### src/rtl/sevenseg_pkg.sv
// Shared constants for the seven-segment scanner: register map, CTRL bit
// positions and the active-low hex-to-segment table.
package sevenseg_pkg;

    localparam int unsigned DATA_W  = 16;
    localparam int unsigned CTRL_W  = 9;
    localparam int unsigned SEG_W   = 7;
    localparam int unsigned DIGITS  = 4;
    localparam int unsigned IDX_W   = 2;
    localparam int unsigned NIB_W   = 4;
    localparam int unsigned PRESC_W = 24;
    localparam int unsigned BUS_W   = 32;

    localparam int unsigned CTRL_EN_BIT  = 0;
    localparam int unsigned CTRL_DP_LSB  = 1;
    localparam int unsigned CTRL_LZB_BIT = 8;

    localparam logic [BUS_W-1:0] DATA_OFS = 32'h0000_0000;
    localparam logic [BUS_W-1:0] CTRL_OFS = 32'h0000_0004;

    localparam logic [SEG_W-1:0]  SEG_BLANK = 7'h7F;
    localparam logic [DIGITS-1:0] AN_OFF    = 4'hF;

    // Entry n holds the pattern for hex digit n; seg[0]=a .. seg[6]=g, low = lit.
    localparam logic [15:0][SEG_W-1:0] HEX_SEG = {
        7'h0E, 7'h06, 7'h21, 7'h46,   // F E d C
        7'h03, 7'h08, 7'h10, 7'h00,   // b A 9 8
        7'h78, 7'h02, 7'h12, 7'h19,   // 7 6 5 4
        7'h30, 7'h24, 7'h79, 7'h40    // 3 2 1 0
    };

endpackage

### src/rtl/sevenseg_scanner_hex7seg.sv
// Combinational hex nibble to active-low seven-segment pattern.
module hex7seg
    import sevenseg_pkg::*;
(
    input  logic [NIB_W-1:0] hex,
    output logic [SEG_W-1:0] seg_c
);

    assign seg_c = HEX_SEG[hex];

endmodule

### src/rtl/sevenseg_scanner.sv
// Memory-mapped 4-digit multiplexed seven-segment driver with leading-zero
// blanking, per-digit decimal points and a ghost-suppression gap between digits.
module sevenseg_scanner
    import sevenseg_pkg::*;
#(
    parameter int unsigned      REFRESH_DIV = 100000,
    parameter logic [BUS_W-1:0] BASE_ADDR   = 32'h0000_0800
) (
    input  logic              clk,
    input  logic              reset,
    input  logic              memwrite,
    input  logic [BUS_W-1:0]  dataadr,
    input  logic [BUS_W-1:0]  writedata,
    output logic [BUS_W-1:0]  readdata,
    output logic [SEG_W-1:0]  seg,
    output logic [DIGITS-1:0] an,
    output logic              dp
);

    logic [DATA_W-1:0]  data_q;
    logic [CTRL_W-1:0]  ctrl_q;
    logic [PRESC_W-1:0] presc_q;
    logic [IDX_W-1:0]   idx_q;
    logic               ghost_q;

    logic               sel_data_c;
    logic               sel_ctrl_c;
    logic               slot_end_c;
    logic [NIB_W-1:0]   nib_c;
    logic [SEG_W-1:0]   dec_c;
    logic               upper_zero_c;
    logic               show_c;
    logic               dp_bit_c;
    logic               unused_wd;

    assign unused_wd = ^writedata[BUS_W-1:DATA_W];

    assign sel_data_c = (dataadr == BASE_ADDR + DATA_OFS);
    assign sel_ctrl_c = (dataadr == BASE_ADDR + CTRL_OFS);
    assign slot_end_c = (presc_q == PRESC_W'(REFRESH_DIV - 1));

    // Readback is purely address-decoded and ignores the write strobe.
    always_comb begin
        readdata = '0;
        if (sel_data_c) begin
            readdata = BUS_W'(data_q);
        end else if (sel_ctrl_c) begin
            readdata = BUS_W'(ctrl_q);
        end
    end

    assign nib_c    = data_q[{idx_q, 2'b00} +: NIB_W];
    assign dp_bit_c = ctrl_q[4'(CTRL_DP_LSB) + 4'(idx_q)];

    hex7seg u_hex7seg (
        .hex   (nib_c),
        .seg_c (dec_c)
    );

    // Digit k is a leading zero when it and every more-significant nibble is zero.
    always_comb begin
        upper_zero_c = 1'b0;
        unique case (idx_q)
            2'd1:    upper_zero_c = (data_q[15:4]  == 12'h000);
            2'd2:    upper_zero_c = (data_q[15:8]  == 8'h00);
            2'd3:    upper_zero_c = (data_q[15:12] == 4'h0);
            default: upper_zero_c = 1'b0;
        endcase
    end

    assign show_c = ctrl_q[CTRL_EN_BIT] && !ghost_q
                    && !(ctrl_q[CTRL_LZB_BIT] && upper_zero_c);

    always_ff @(posedge clk) begin
        if (reset) begin
            data_q  <= '0;
            ctrl_q  <= '0;
            presc_q <= '0;
            idx_q   <= '0;
            ghost_q <= 1'b0;
            seg     <= SEG_BLANK;
            an      <= AN_OFF;
            dp      <= 1'b1;
        end else begin
            presc_q <= slot_end_c ? '0 : presc_q + PRESC_W'(1);
            if (slot_end_c) begin
                idx_q <= idx_q + IDX_W'(1);
            end
            // Marks the first cycle after an index change so that cycle stays dark.
            ghost_q <= slot_end_c;

            if (memwrite && sel_data_c) begin
                data_q <= writedata[DATA_W-1:0];
            end
            if (memwrite && sel_ctrl_c) begin
                ctrl_q <= writedata[CTRL_W-1:0];
            end

            if (show_c) begin
                seg <= dec_c;
                an  <= ~(DIGITS'(1) << idx_q);
                dp  <= ~dp_bit_c;
            end else begin
                seg <= SEG_BLANK;
                an  <= AN_OFF;
                dp  <= 1'b1;
            end
        end
    end

endmodule

### config.mk
export PLATFORM = sky130hd
export DESIGN_NAME = sevenseg_scanner
export DESIGN_NICKNAME = d
export VERILOG_FILES = /design/src/rtl/sevenseg_pkg.sv /design/src/rtl/sevenseg_scanner_hex7seg.sv /design/src/rtl/sevenseg_scanner.sv
export SDC_FILE = /design/constraint.sdc
export NUM_CORES = 1
export LEC_CHECK = 0
export CAP_MARGIN = 20
export CORE_MARGIN = 2
export CORE_UTILIZATION = 40
export CTS_BUF_LIST = sky130_fd_sc_hd__clkbuf_8
export DETAILED_ROUTE_END_ITERATION = 7
export PLACE_DENSITY = 0.75
export SYNTH_ARGS = -nofsm -noshare
export SYNTH_HDL_FRONTEND = slang
export SYNTH_SLANG_ARGS = --single-unit
### constraint.sdc
create_clock -name clk -period 4.7 [get_ports clk]
set_input_delay 0.94 -clock clk [delete_from_list [all_inputs] [get_ports clk]]
set_output_delay 0.94 -clock clk [all_outputs]
set_load 0.01 [all_outputs]
# Yosys cells after proc, flatten, opt, wreduce, memory -nomap -nowiden
# Memory sizes are Yosys's and may differ from the RTL's. A register that Yosys moved wholly into a read port is not among the register bits.
# Cells that the tools add are included.
op_classes:
  add_sub_neg: 3
  order_cmp: 1
  n_reduce_logical: 12
  mux: 5
  div: 0
  shifts: 2
  n_bitwise: 3
  mul: 0
  eq_ne: 6
op_table:
  columns: ["operator", "n"]
  rows:
  - ["32-bit by 12-bit == test with 1-bit output, second input constant", 2]
  - ["24-bit by 1-bit adder with 24-bit output, second input constant", 1]
  - ["24-bit by 17-bit == test with 1-bit output, second input constant", 1]
  - ["16-bit two-way mux", 1]
  - ["16-bit by 5-bit variable part select with 4-bit output", 1]
  - ["12-bit logical NOT", 1]
  - ["9-bit two-way mux", 1]
  - ["8-bit logical NOT", 1]
  - ["1-bit logical AND", 5]
  - ["3-bit by 5-bit < comparator with 1-bit output, second input constant", 1]
  - ["1-bit binary-select mux with 4-bit select", 1]
  - ["2-bit == test, second input constant", 2]
  - ["4-bit logical NOT", 1]
  - ["4-bit NOT", 1]
  - ["2-bit OR reduction", 2]
  - ["1-bit by 2-bit left shift with 4-bit output, first input constant", 1]
  - ["1-bit by 2-bit adder with 3-bit output, first input constant", 1]
  - ["1-bit case mux with 3 select lines", 1]
  - ["2-bit by 1-bit adder with 2-bit output, second input constant", 1]
  - ["2-bit by 1-bit == test with 1-bit output, second input constant", 1]
  - ["1-bit logical NOT", 2]
  - ["1-bit NOT", 2]
  - ["1-bit two-way mux", 1]
totals:
  out_inout_bits: 44
  memories: 1
  ff_bits: 57
  word_cells: 40
  latch_bits: 0
  romBits: 112
  ram_bits: 0
  input_bits: 67
mem_list:
  columns: ["memory", "depth", "word_bits", "rd", "rd_ports_with_merged_regs", "wr", "line_no", "source"]
  rows:
  - ["(no name shown)", 16, 7, 1, 1, 0, "sevenseg_scanner_hex7seg.sv:9", "assign seg_c = HEX_SEG[hex];"]

# Longest topological paths before layout
depth:
  ltp_word: 7
  ltp_mapped: 8
  ltp_nobuf: 6

# Modules after synthesis
# Synthesis repeated with hierarchy kept, for this count alone.
hier_totals:
  hier_cells: 390
  area_unflattened_um2: 3527.1
modules_own_cells:
  columns: ["mod", "cells_per_inst", "area_each_um2", "instances"]
  rows:
  - ["sevenseg_scanner", 355, 3256.9, 1]
  - ["hex7seg", 35, 270.3, 1]

# Worst setup path after synthesis
# Ideal clock, no wire load.
synth_timing:
  kind: "input -> output"
  from: "in dataadr[8]"
  to: "out readdata[15]"
  cell_stages: 6
  t_required_ns: 3.760
  t_arrival_ns: 2.354
  setup_slack_ns: 1.406
  path_cell_list: "nor4b_1 > nand4_1 > or2_2 > clkbuf_1 > clkbuf_1 > nor3_1"
synth_between:
  elab_chain_len: 2
synth_lines:
  columns: ["element", "line_no", "source"]
  rows:
  - ["from (decl)", "sevenseg_scanner.sv:12", "input logic [BUS_W-1:0] dataadr,"]
  - ["32-bit by 12-bit == test with 1-bit output", "sevenseg_scanner.sv:38", "assign sel_data_c = (dataadr == BASE_ADDR + DATA_OFS);"]
  - ["16-bit two-way mux", "sevenseg_scanner.sv:45", "if (sel_data_c) begin"]
  - ["to (decl)", "sevenseg_scanner.sv:14", "output logic [BUS_W-1:0] readdata,"]
# Every way passes these cells.

# Worst setup path in the final report
layout_timing:
  from: "in dataadr[13]"
  to: "out readdata[11]"
# The elaborated chain is that of the path after synthesis.

==> impl_results.md <==
- RSZ-0062 raised after global routing: no
- Maximum Capacitance Violations: 0
- Grt ovf: 0
- Initial Util: between 40% and 50%
- Clk_lat worst skew: approximately 0.35 ns
- Fin nets: between 500 and 600
- Initial antenna violation count: 0
- TritonCTS Sinks: 64
- Post-route ant nets: 0
- Reg2Reg Depth: 4
- Placeable Area: just under 0.009 mm2
- Post-route DRC violation count: 0
- Clock tree buffer depth: 2
- Worst Clk Skew: around 0.01 ns
- Die width: just under 100 um
- Gate power share: under 10%
- Vias per cell: 5.23
- Setup crit end: readdata[11]
- Maximum clock rate: 238 MHz
- Ratio of cells with drive above 1 in the final layout: approximately 6.8%
- Hold_buf cts: 0
- WL per Instance: approximately 14 um
- Asr flop ratio synth: 0%
- Synth area leaders: dfxtp_1 (36%), mux2i_1 (13%), nand2b_1 (7.1%)
- Vias in the first global route: approximately 3000
- Sw Share: 21.8%
- Slew headroom: ~30%
- Critical Path Source Type: input pin
- Post-Synthesis Mean Instance Area: around 9.2 um2
- Critical path arrival: ~3.3 ns
- Root buffer cell: clkbuf_8
- Worst Hold Depth: 1
- Met2 Track Usage GR: between 20% and 30%
- Final hold vios: 0
- Drt pass-1 iters: 5
- Mapped cell area: 0.00360 mm2
- Commonest non-fill, non-tap cell in the layout: clkdlybuf4s50_1
- Final period util: approximately nine tenths
- Number of I/O port buffers: between 70 and 80
- Worst setup EP type: output pin
- CTS buffer count: 9
- NetSw: ~0.24 mW
- Final HPWL DP: just over 6 mm
- First-pass GRT wire length: between 10 and 15 mm
- Clk slew on worst S/H paths: approximately 0.07 ns
- Crit path time final: approximately 4.2 ns
- Most frequent cells in the layout: clkdlybuf4s50_1 (78), dfxtp_1 (64), mux2i_1 (46), nand2b_1 (41), nor2_1 (30)
- Setup Viol. Count Final: 0
- H-tree lvl count: 3
- Worst-Margin Slew: 1.02 ns
- Max VDD drop: around 0.22 mV
- Ant diodes: 0
- Syn. warnings: 0
- Dpl cell area: between 0.004 and 0.005 mm2
- P_int: a little under 0.9 mW
- Cells resized by post-CTS repair: 0
- TNS Setup: 0 ns
- # Post-CTS Setup Buffers: 0
- Yosys top cell area share: a little over a third
- Initial DRC Count: between 100 and 150
- GR Layer Usage met3: about 4.3%
- Status: finished, final reports clean
- GR peak layer: met2
- Worst setup path start: dataadr[13]
- Routability cong.: 0.829
- Synth area leader: dfxtp_1
- #FFs+latches synth: 64
- Area growth syn-to-layout: 27.3%
- Tot GR Track Use: between 10% and 20%
- Reg2reg setup slack: around 2.2 ns
- TritonCTS clock tree: yes
- Clock Power Share: 43.6%
- Primary FF master, synth: dfxtp_1
- Post-route cell area: ~0.0046 mm2
- Seq pwr share: between 40% and 50%
- DIE HEIGHT: 98.9 um
- Die area: slightly below 0.01 mm2
- Pwr/cell area: 241 mW/mm2
- Mapped Cells: approximately 390
- Rows: 34
- # IOs: approximately 110
- Reg2Reg Capture Point: seg[6]
- Met1 GRT Util: a little over a fifth
- Total wire length: just over 8 mm
- Pleak: between 1.5 and 2 nW
- Max-slew violation count: 0
- EDFF count, synth: 0
- Maximum fanout along the worst path: 16
- Worst EP required: around 3.8 ns
- Post-synth cell types: between 40 and 50
- Worst R2R Start: idx_q[1]
- Sequential area share after synthesis: between 30% and 40%
- Hold crit path type: flop to flop
- Largest net degree at the start of global routing: 47
- Via Count: around 3000
- CP Class: input pin to output pin
-- worst max-delay path, cell delays in order --
cell and delay (ns):
clkdlybuf4s50_1 0.41, nor4_1 0.29, nand4_1 0.26, or2_2 0.50, nor3b_1 0.26, clkdlybuf4s50_1 0.59
-- layout make-up --
cell class / instances / area (um2)
clock buffers: 11 / 151
clock inverters: 5 / 55.1
fillers: 799 / 4140
inverters: 13 / 48.8
multi-input cells: 295 / 2120
flip-flops and latches: 64 / 1280
well taps: 108 / 135
repair buffers: 80 / 796
-- through the flow --
| step | util, % | setup slack [ns] | cells | power, mW | hold WS, ns |
|---|---|---|---|---|---|
| finish | 52.6 | 0.504 | 576 | 1.10 | 0.450 |
| CTS | 52.6 | 0.515 | 576 | 1.12 | 0.453 |
| detailed placement | 50.2 | 0.521 | 560 | 0.636 | 0.443 |
| global placement | 50.2 | 0.569 | 560 | 0.634 | 0.433 |
| global route | 52.6 | 0.288 | 576 | 1.14 | 0.471 |
| floorplan | - | 1.41 | 406 | 0.599 | 0.417 |
-- kinds of logic after synthesis --
kind of cell / after synthesis / synth area share (%)
fa+ha+maj: 12 / 4.17
buf+inv: 47 / 7.16
mux: 55 / 16.9
flops: 64 / 35.6
simple gates: 162 / 26.0
xor+xnor: 15 / 3.65
other cells: 1 / 0.104
compound gates: 35 / 6.46
-- power by group through the flow --
stage	sequential [mW]	combinational (mW)	clock, mW
finish	0.546	0.0773	0.481
global route	0.546	0.0846	0.510
CTS	0.546	0.0777	0.494
detailed placement	0.558	0.0776	0
global placement	0.558	0.0759	0
floorplan	0.558	0.0414	0
-- cells in the mapped netlist, types with 2 or more instances --
master and count:
dfxtp_1 64, mux2i_1 46, nand2b_1 41, nor2_1 30
buf_4 18, nand2_1 16, nor4_1 16, xnor2_1 13
ha_1 12, inv_1 12, nand3_1 11, nor3_1 11
a21oi_1 10, clkbuf_1 10, o21ai_0 7, nand4_1 6
nor3b_1 6, or3_1 6, buf_2 5, mux2_2 5
mux4_2 4, o31ai_1 4, or4_1 4, o221ai_1 3
and3_1 2, and4_1 2, nor4b_1 2, o211ai_1 2
o21a_1 2, or2_2 2, xor2_1 2
-- worst min-delay path by stage --
| stage | to | from | slack [ns] |
|---|---|---|---|
| after CTS | presc_q[0] | presc_q[0] | 0.45 |
| final | presc_q[0] | presc_q[0] | 0.45 |
| after global placement | presc_q[0] | presc_q[0] | 0.43 |
| after global routing | presc_q[0] | presc_q[0] | 0.47 |
| after floorplan | presc_q[0] | presc_q[0] | 0.42 |
| after detailed placement | presc_q[0] | presc_q[0] | 0.44 |
-- sequential cells by signal, summed over array words and instances, names as in the netlist --
name and count:
presc_q 24, an 4, ctrl_q 9, dp 1, idx_q 2, data_q 16, ghost_q 1, seg 7
-- metal layers --
layer / wire [um] / vias to the layer above
met5: 0 / -
met4: 99 / 0
met3: 380 / 9
met2: 4200 / 68
met1: 3550 / 1432
li1: - / 1502
Note: power is estimated with default switching activity, not from simulation.
